===== config.mk =====
export PLATFORM = sky130hd
export DESIGN_NAME = ahb_slave_read
export DESIGN_NICKNAME = d
export VERILOG_FILES = /design/src/rtl/ahb_slave_read.sv
export SDC_FILE = /design/constraint.sdc
export NUM_CORES = 1
export LEC_CHECK = 0
export ABC_AREA = 0
export CORE_MARGIN = 2
export CORE_UTILIZATION = 38
export DETAILED_ROUTE_END_ITERATION = 6
export GPL_TIMING_DRIVEN = 0
export PLACE_DENSITY = 0.95
export SLEW_MARGIN = 15
export SYNTH_ARGS = -nofsm -noshare
export SYNTH_HDL_FRONTEND = slang
export SYNTH_SLANG_ARGS = --single-unit

===== constraint.sdc =====
create_clock -name HCLK -period 4.25 [get_ports HCLK]
set_clock_uncertainty 0.1 [all_clocks]
set_input_delay 0.85 -clock HCLK [delete_from_list [all_inputs] [get_ports HCLK]]
set_output_delay 0.85 -clock HCLK [all_outputs]
set_load 0.05 [all_outputs]

===== src/rtl/ahb_slave_read.sv =====
// ahb_slave_read: AHB-Lite read-only slave exposing the cipher engine's
// destination/status registers and the 128-bit ciphertext FIFO head.
module ahb_slave_read #(
  parameter int unsigned WAIT_LIMIT = 16
) (
  input  logic         HCLK,
  input  logic         HRESET,
  input  logic         HSELx,
  input  logic [31:0]  HADDR,
  input  logic [1:0]   HTRANS,
  input  logic [2:0]   HBURST,
  input  logic         HWRITE,
  input  logic         HREADY,
  input  logic         fifo_empty,
  input  logic [127:0] cipher_text,
  input  logic [31:0]  destination,
  input  logic [7:0]   status,
  output logic [31:0]  HRDATA,
  output logic         read_ready,
  output logic         read_error,
  output logic         fifo_read
);

  localparam int unsigned CNT_W = (WAIT_LIMIT < 1) ? 1 : $clog2(WAIT_LIMIT + 1);

  localparam logic [1:0] TR_SEQ = 2'd3;

  localparam logic [7:0] A_DEST   = 8'h24;
  localparam logic [7:0] A_STATUS = 8'h44;
  localparam logic [7:0] A_CT0    = 8'h48;
  localparam logic [7:0] A_CT1    = 8'h4C;
  localparam logic [7:0] A_CT2    = 8'h50;
  localparam logic [7:0] A_CT3    = 8'h54;

  typedef enum logic [2:0] {
    S_IDLE = 3'd0,
    S_DATA = 3'd1,
    S_WAIT = 3'd2,
    S_ERR1 = 3'd3,
    S_ERR2 = 3'd4
  } state_t;

  state_t             state_q, state_d;
  logic [CNT_W-1:0]   cnt_q, cnt_d;
  logic [7:0]         addr_q, addr_d;
  logic [31:0]        hrdata_q, hrdata_d;

  logic [7:0]         rd_addr;
  logic               map_hit;
  logic               map_cipher;
  logic [31:0]        map_word;

  // Upper address bits are not decoded.
  logic unused_haddr;
  assign unused_haddr = ^HADDR[31:8];

  // State and datapath registers.
  always_ff @(posedge HCLK) begin
    if (HRESET) begin
      state_q  <= S_IDLE;
      cnt_q    <= '0;
      addr_q   <= '0;
      hrdata_q <= '0;
    end else begin
      state_q  <= state_d;
      cnt_q    <= cnt_d;
      addr_q   <= addr_d;
      hrdata_q <= hrdata_d;
    end
  end

  // Read map decode: live address on accept, captured address while waiting.
  always_comb begin
    rd_addr    = (state_q == S_WAIT) ? addr_q : HADDR[7:0];
    map_hit    = 1'b1;
    map_cipher = 1'b0;
    map_word   = '0;
    case (rd_addr)
      A_DEST:   map_word = destination;
      A_STATUS: map_word = {24'b0, status};
      A_CT0: begin map_word = cipher_text[31:0];   map_cipher = 1'b1; end
      A_CT1: begin map_word = cipher_text[63:32];  map_cipher = 1'b1; end
      A_CT2: begin map_word = cipher_text[95:64];  map_cipher = 1'b1; end
      A_CT3: begin map_word = cipher_text[127:96]; map_cipher = 1'b1; end
      default:  map_hit = 1'b0;
    endcase
  end

  // Next-state logic; HRDATA is loaded only on the edge that enters DATA.
  always_comb begin
    state_d  = state_q;
    cnt_d    = cnt_q;
    addr_d   = addr_q;
    hrdata_d = '0;
    case (state_q)
      S_IDLE, S_DATA, S_ERR2: begin
        state_d = S_IDLE;
        if (HREADY && HSELx && HTRANS[1]) begin
          addr_d = HADDR[7:0];
          if ((HTRANS == TR_SEQ) || (HBURST != 3'd0) || HWRITE || !map_hit) begin
            state_d = S_ERR1;
          end else if (map_cipher && fifo_empty) begin
            state_d = S_WAIT;
            cnt_d   = '0;
          end else begin
            state_d  = S_DATA;
            hrdata_d = map_word;
          end
        end
      end
      S_WAIT: begin
        if (!fifo_empty) begin
          state_d  = S_DATA;
          hrdata_d = map_word;
        end else begin
          if (cnt_q != CNT_W'(WAIT_LIMIT)) cnt_d = cnt_q + CNT_W'(1);
          if (cnt_d == CNT_W'(WAIT_LIMIT)) state_d = S_ERR1;
        end
      end
      S_ERR1:  state_d = S_ERR2;
      default: state_d = S_IDLE;
    endcase
  end

  // Bus response decoded from the registered state.
  always_comb begin
    read_ready = 1'b1;
    read_error = 1'b0;
    fifo_read  = 1'b0;
    case (state_q)
      S_WAIT: read_ready = 1'b0;
      S_ERR1: begin read_ready = 1'b0; read_error = 1'b1; end
      S_ERR2: read_error = 1'b1;
      S_DATA: fifo_read = (addr_q == A_CT3);
      default: ;
    endcase
  end

  assign HRDATA = hrdata_q;

endmodule


# After elaboration in Yosys (flattened, before gate mapping)
# Index checks and enable logic that the tools add are counted.
# W data, S select, Z words.
totals:
  output_inout_bits: 35
  input_bits: 211
  ff_bits: 48
  elab_cells: 67
classes:
  add_sub_neg: 1
  muxes: 26
  eq_ne: 19
  n_reduce_logical: 17
op_table:
  columns: ["cell", "count"]
  rows:
  - ["$pmux W32 S6", 1]
  - ["$mux W32", 4]
  - ["$pmux W32 S2", 1]
  - ["$eq A8 B7 Y1 const B", 6]
  - ["$mux W5", 7]
  - ["$pmux W5 S2", 1]
  - ["$pmux W3 S3", 1]
  - ["$eq A8 B6 Y1 const B", 1]
  - ["$mux W8", 1]
  - ["$ne A2 B2 Y1 const B", 4]
  - ["$eq A3 B2 Y1 const B", 2]
  - ["$mux W2", 3]
  - ["$mux W3", 2]
  - ["$reduce_or A6 Y1", 1]
  - ["$add A5 B1 Y5 const B", 1]
  - ["$eq A5 B5 Y1 const B", 1]
  - ["$mux W1", 5]
  - ["$ne A5 B5 Y1 const B", 1]
  - ["$reduce_and A5 Y1", 1]
  - ["$reduce_or A2 Y1", 2]
  - ["$reduce_or A4 Y1", 1]
  - ["$eq A3 B1 Y1 const B", 1]
  - ["$eq A3 B3 Y1 const B", 1]
  - ["$logic_and A1 B1 Y1", 3]
  - ["other kinds (9)", 11]

# Depth between registers and ports, before layout
depth:
  depth_word: 10
  ltp_mapped: 9
  mapped_depth_nobuf: 7

# Worst setup path after synthesis
# OpenSTA, ideal clock, no wires.
synth_timing:
  path_kind: "register to register"
  start: "reg state_q[2]"
  end: "reg cnt_q[3]"
  stages_incl_launch_ff: 9
  setup_slack_ns: 1.903
  setup_time_ns: 0.148
  t_required_ns: 4.002
  arrival_ns: 2.099
  path_buffers: 3
  path_cell_list: "dfxtp_1 -> buf_6 -> or3b_1 -> buf_6 -> mux2_4 -> buf_6 -> xnor2_2 -> o41ai_2 -> a311oi_2"
synth_between:
  elab_chain_len: 9
synth_lines:
  columns: ["item", "line", "rtl"]
  rows:
  - ["start: declaration", "43", "state_t state_q, state_d;"]
  - ["start signal: assignment", "65", "state_q <= state_d;"]
  - ["$eq A3 B2 Y1", "74, 95", null]
  - ["$mux W8", "74", "rd_addr = (state_q == S_WAIT) ? addr_q : HADDR[7:0];"]
  - ["$eq A8 B7 Y1 or $eq A8 B6 Y1 (tied branches)", "78", "case (rd_addr)"]
  - ["$reduce_or A6 Y1 (no line)", null, null]
  - ["$mux W1", "78", null]
  - ["$logic_not A1 Y1", "100", "if ((HTRANS == TR_SEQ) || (HBURST != 3'd0) || HWRITE || !map_hit) begin"]
  - ["$logic_or A1 B1 Y1", "100", null]
  - ["$ne A2 B2 Y1 (no line)", null, null]
  - ["$reduce_and A5 Y1 (no line)", null, null]
  - ["end signal: assignment", "66", "cnt_q <= cnt_d;"]
  - ["end: declaration", "44", "logic [CNT_W-1:0] cnt_q, cnt_d;"]
# Several ways; a longest one is shown, not always the timed one.
# A chain may end at the register's enable or synchronous reset.

# Final worst setup path
layout_timing:
  start: "reg addr_q[7]"
  end: "out fifo_read"
layout_between:
  elab_chain_len: 2
layout_lines:
  columns: ["item", "line", "rtl"]
  rows:
  - ["start: declaration", "45", "logic [7:0] addr_q, addr_d;"]
  - ["start signal: assignment", "67", "addr_q <= addr_d;"]
  - ["$eq A8 B7 Y1", "134", "S_DATA: fifo_read = (addr_q == A_CT3);"]
  - ["$mux W1", "130", "case (state_q)"]
  - ["end: declaration", "21", "output logic fifo_read"]
# No other way between the ends.

==> impl_metrics.json <==
{
  "status": "finished clean",
  "grt_max_degree": 15,
  "reg2reg_depth": 7,
  "critPathRequiredTime_ns": 3.30,
  "die-area_mm2": 0.00960,
  "yosysSeqAreaShare_pct": 28.6,
  "num_rows": 34,
  "min_period_ns": 3.28,
  "final.period_utilization_pct": 77.1,
  "p_sw_share_pct": 23.1,
  "avgViaCountPerCell": 6.02,
  "rsz0062_at_grt": "false",
  "grt_pass1_vias": 4497,
  "dpl.hpwl_mm": 11.8,
  "timing.setup.tns_ns": 0,
  "layout.cells.non_filler": 737,
  "chipWidth_um": 98.0,
  "timing.slew.headroom_pct": 47.9,
  "comb_power_share_pct": 23.6,
  "crit_fanout": 5,
  "synth_simple_gate_area_share_pct": 16.1,
  "holdWs_ns": 0.438,
  "core_mm2": 0.00864,
  "clkPwrFrac_pct": 34.5,
  "grt-ovfl-total": 0,
  "areaGrowthSynthToFinish_pct": 72.8,
  "synth_edf_count": 0,
  "final_antenna_net_count": 0,
  "cts_hold_buf": 0,
  "hold_viol": 0,
  "synth_cells": 403,
  "synth_top_cell_area_share_pct": 28.6,
  "totalWireLength_mm": 15.1,
  "critical_path_arrival_ns": 2.33,
  "grt_pass1_wl_mm": 22.9,
  "die-height_um": 98.0,
  "num_vias": 4434,
  "p_seq_share_pct": 41.9,
  "yosysTopAreaCell": "dfxtp_1",
  "setup_viol": 0,
  "hp-class": "reg -> reg",
  "cts_buffers": 5,
  "drt_pass1_iterations": 5,
  "synth_fa_ha_area_share_pct": 0.746,
  "clkLatencyLatePin_ns": 0.30,
  "grt_usage_pct": 29.6,
  "peakVddDrop_mv": 0.122,
  "drive_gt1_share_pct": 6.20,
  "cts_tree": "yes",
  "power_w": 0.00109,
  "hold_depth": 2,
  "p_int_w": 0.000840,
  "critPathKind": "reg -> out",
  "max-cap-violations": 0,
  "p_leak_nw": 1.94,
  "start_util_pct": 38.9,
  "diodes": 0,
  "clk_path_buf_depth": 2,
  "postLayoutCellArea_mm2": 0.00580,
  "cp-start-kind": "flip-flop",
  "drv_slew": 0,
  "synth_top_family_by_area": "compound AO/OA/AOI/OAI gates",
  "synthXorXnorAreaFrac_pct": 1.79,
  "antenna_found_initial": 0,
  "critPathCaptureType": "output port",
  "p_sw_w": 0.000252,
  "max_freq_ghz": 0.305,
  "ys_ff_latch": 48,
  "place_inst": 729,
  "synth_warnings": 0,
  "placement.io_buffers": 218,
  "wl_per_cell_um": 20.5,
  "drc": 0,
  "htreeDepth": 2,
  "syn_area_mm2": 0.00336,
  "nNetsFinal": 841,
  "muxShareOfSynthArea_pct": 3.80,
  "syn_nets": 616,
  "synth_compound_area_share_pct": 41.6,
  "clkTransAtPathRegs_ns": 0.09,
  "clockRootBuffer": "clkbuf_8",
  "power_density_mw_per_mm2": 188,
  "ys_types": 50,
  "io_pins": 246,
  "synth_area_leaders": "dfxtp_1 (29%), a21boi_0 (14%), a32oi_1 (8.4%)",
  "synth_ff_type": "dfxtp_1",
  "drt_iter0_drc": 273,
  "clock-sinks": 48,
  "post_cts.repair.setup_buffers": 0,
  "gp_congestion": 0.908,
  "place_area_mm2": 0.00567,
  "cts_resized": 0,
  "postSynth.asyncResetShare_pct": 0,
  "worst_slew_pin_slew_ns": 0.771,
  "synth.avg_cell_area_um2": 8.33
}
[cell usage after synthesis, types with 2 or more instances]
| master | number |
|---|---|
| a21boi_0 | 62 |
| a21oi_1 | 6 |
| a21oi_4 | 3 |
| a22oi_1 | 7 |
| a31oi_1 | 31 |
| a32oi_1 | 32 |
| and2_1 | 7 |
| buf_2 | 9 |
| buf_6 | 9 |
| clkbuf_1 | 19 |
| dfxtp_1 | 48 |
| ha_1 | 2 |
| inv_1 | 5 |
| mux2i_1 | 9 |
| nand2_1 | 36 |
| nand2b_1 | 3 |
| nand3_1 | 8 |
| nand4_1 | 11 |
| nand4b_1 | 2 |
| nor2_1 | 15 |
| nor2b_1 | 5 |
| nor3_1 | 3 |
| nor3b_1 | 3 |
| nor3b_2 | 2 |
| nor4_1 | 2 |
| nor4bb_1 | 2 |
| o21ai_0 | 32 |
| o22ai_1 | 2 |
| o32ai_1 | 3 |
| xor2_1 | 5 |
[cells by family after synthesis]
family,after synthesis
adder cells (fa/ha/maj),2
buffers and inverters,44
flip-flops,48
AO/OA/AOI/OAI,189
AND/OR/NAND/NOR,103
XOR/XNOR,6
multiplexers,11
[metrics by stage]
| stage | utilization, % | setup slack (ns) |
|---|---|---|
| finish | 67.2 | 0.971 |
| CTS | 67.2 | 1.03 |
| floorplan | - | 1.90 |
| global route | 67.2 | 0.810 |
| global placement | 65.7 | 0.819 |
| detailed placement | 65.7 | 0.721 |
[registers in the layout, summed over array words and instances (netlist names)]
signal and count:
state_q 3, cnt_q 5, addr_q 8, HRDATA 32
[area by class of cell]
class,count,area [um^2]
inverter,5,18.8
fill,656,2840
sequential,48,961
clock buffer,7,96.3
multi-input combinational,311,2150
clock inverter,1,30.0
timing repair buffer,218,2180
tap,108,135
buffer,39,229
[path summary, 6_finish.rpt]
check / slack [ns] / start / end
worst max-delay path: 0.97 / addr_q[7] / fifo_read
worst min-delay path: 0.44 / cnt_q[1] / cnt_q[1]
worst max register to register: 1.48 / state_q[1] / HRDATA[21]
worst min register to register: 0.44 / cnt_q[1] / cnt_q[1]
[cell usage in the layout, fill, tap and decap left out, types with 6 or more instances in the layout]
master	n
a21boi_0	62
a21oi_1	6
a22oi_1	7
a31oi_1	31
a32oi_1	32
and2_1	7
buf_2	9
buf_6	9
clkbuf_1	19
clkbuf_8	7
clkdlybuf4s50_1	218
dfxtp_1	48
mux2i_1	9
nand2_1	36
nand3_1	8
nand4_1	11
nor2_1	15
o21ai_0	32
[routing by layer]
layer  vias up  track usage (%)  wire [um]
met2       275             52.4       7530
met1      2096             34.4       5700
met5         -                0          0
met4         0             13.0        570
li1       2012                -          -
met3        51             6.16       1310
[worst max-delay path, cell delays in order, from the launching register on]
cell	delay, ns
dfxtp_1	0.34
nor3_1	0.53
and4_1	0.33
clkdlybuf4s50_1	0.82
[power by group through the flow]
stage	Combinational [W]	Sequential, W	Clock (W)
after floorplan	0.0000638	0.000466	0
after global placement	0.000249	0.000467	0
after detailed placement	0.000254	0.000467	0
after CTS	0.000256	0.000457	0.000380
after global routing	0.000271	0.000458	0.000400
final	0.000258	0.000457	0.000377
(Power assumes the default switching activity.)
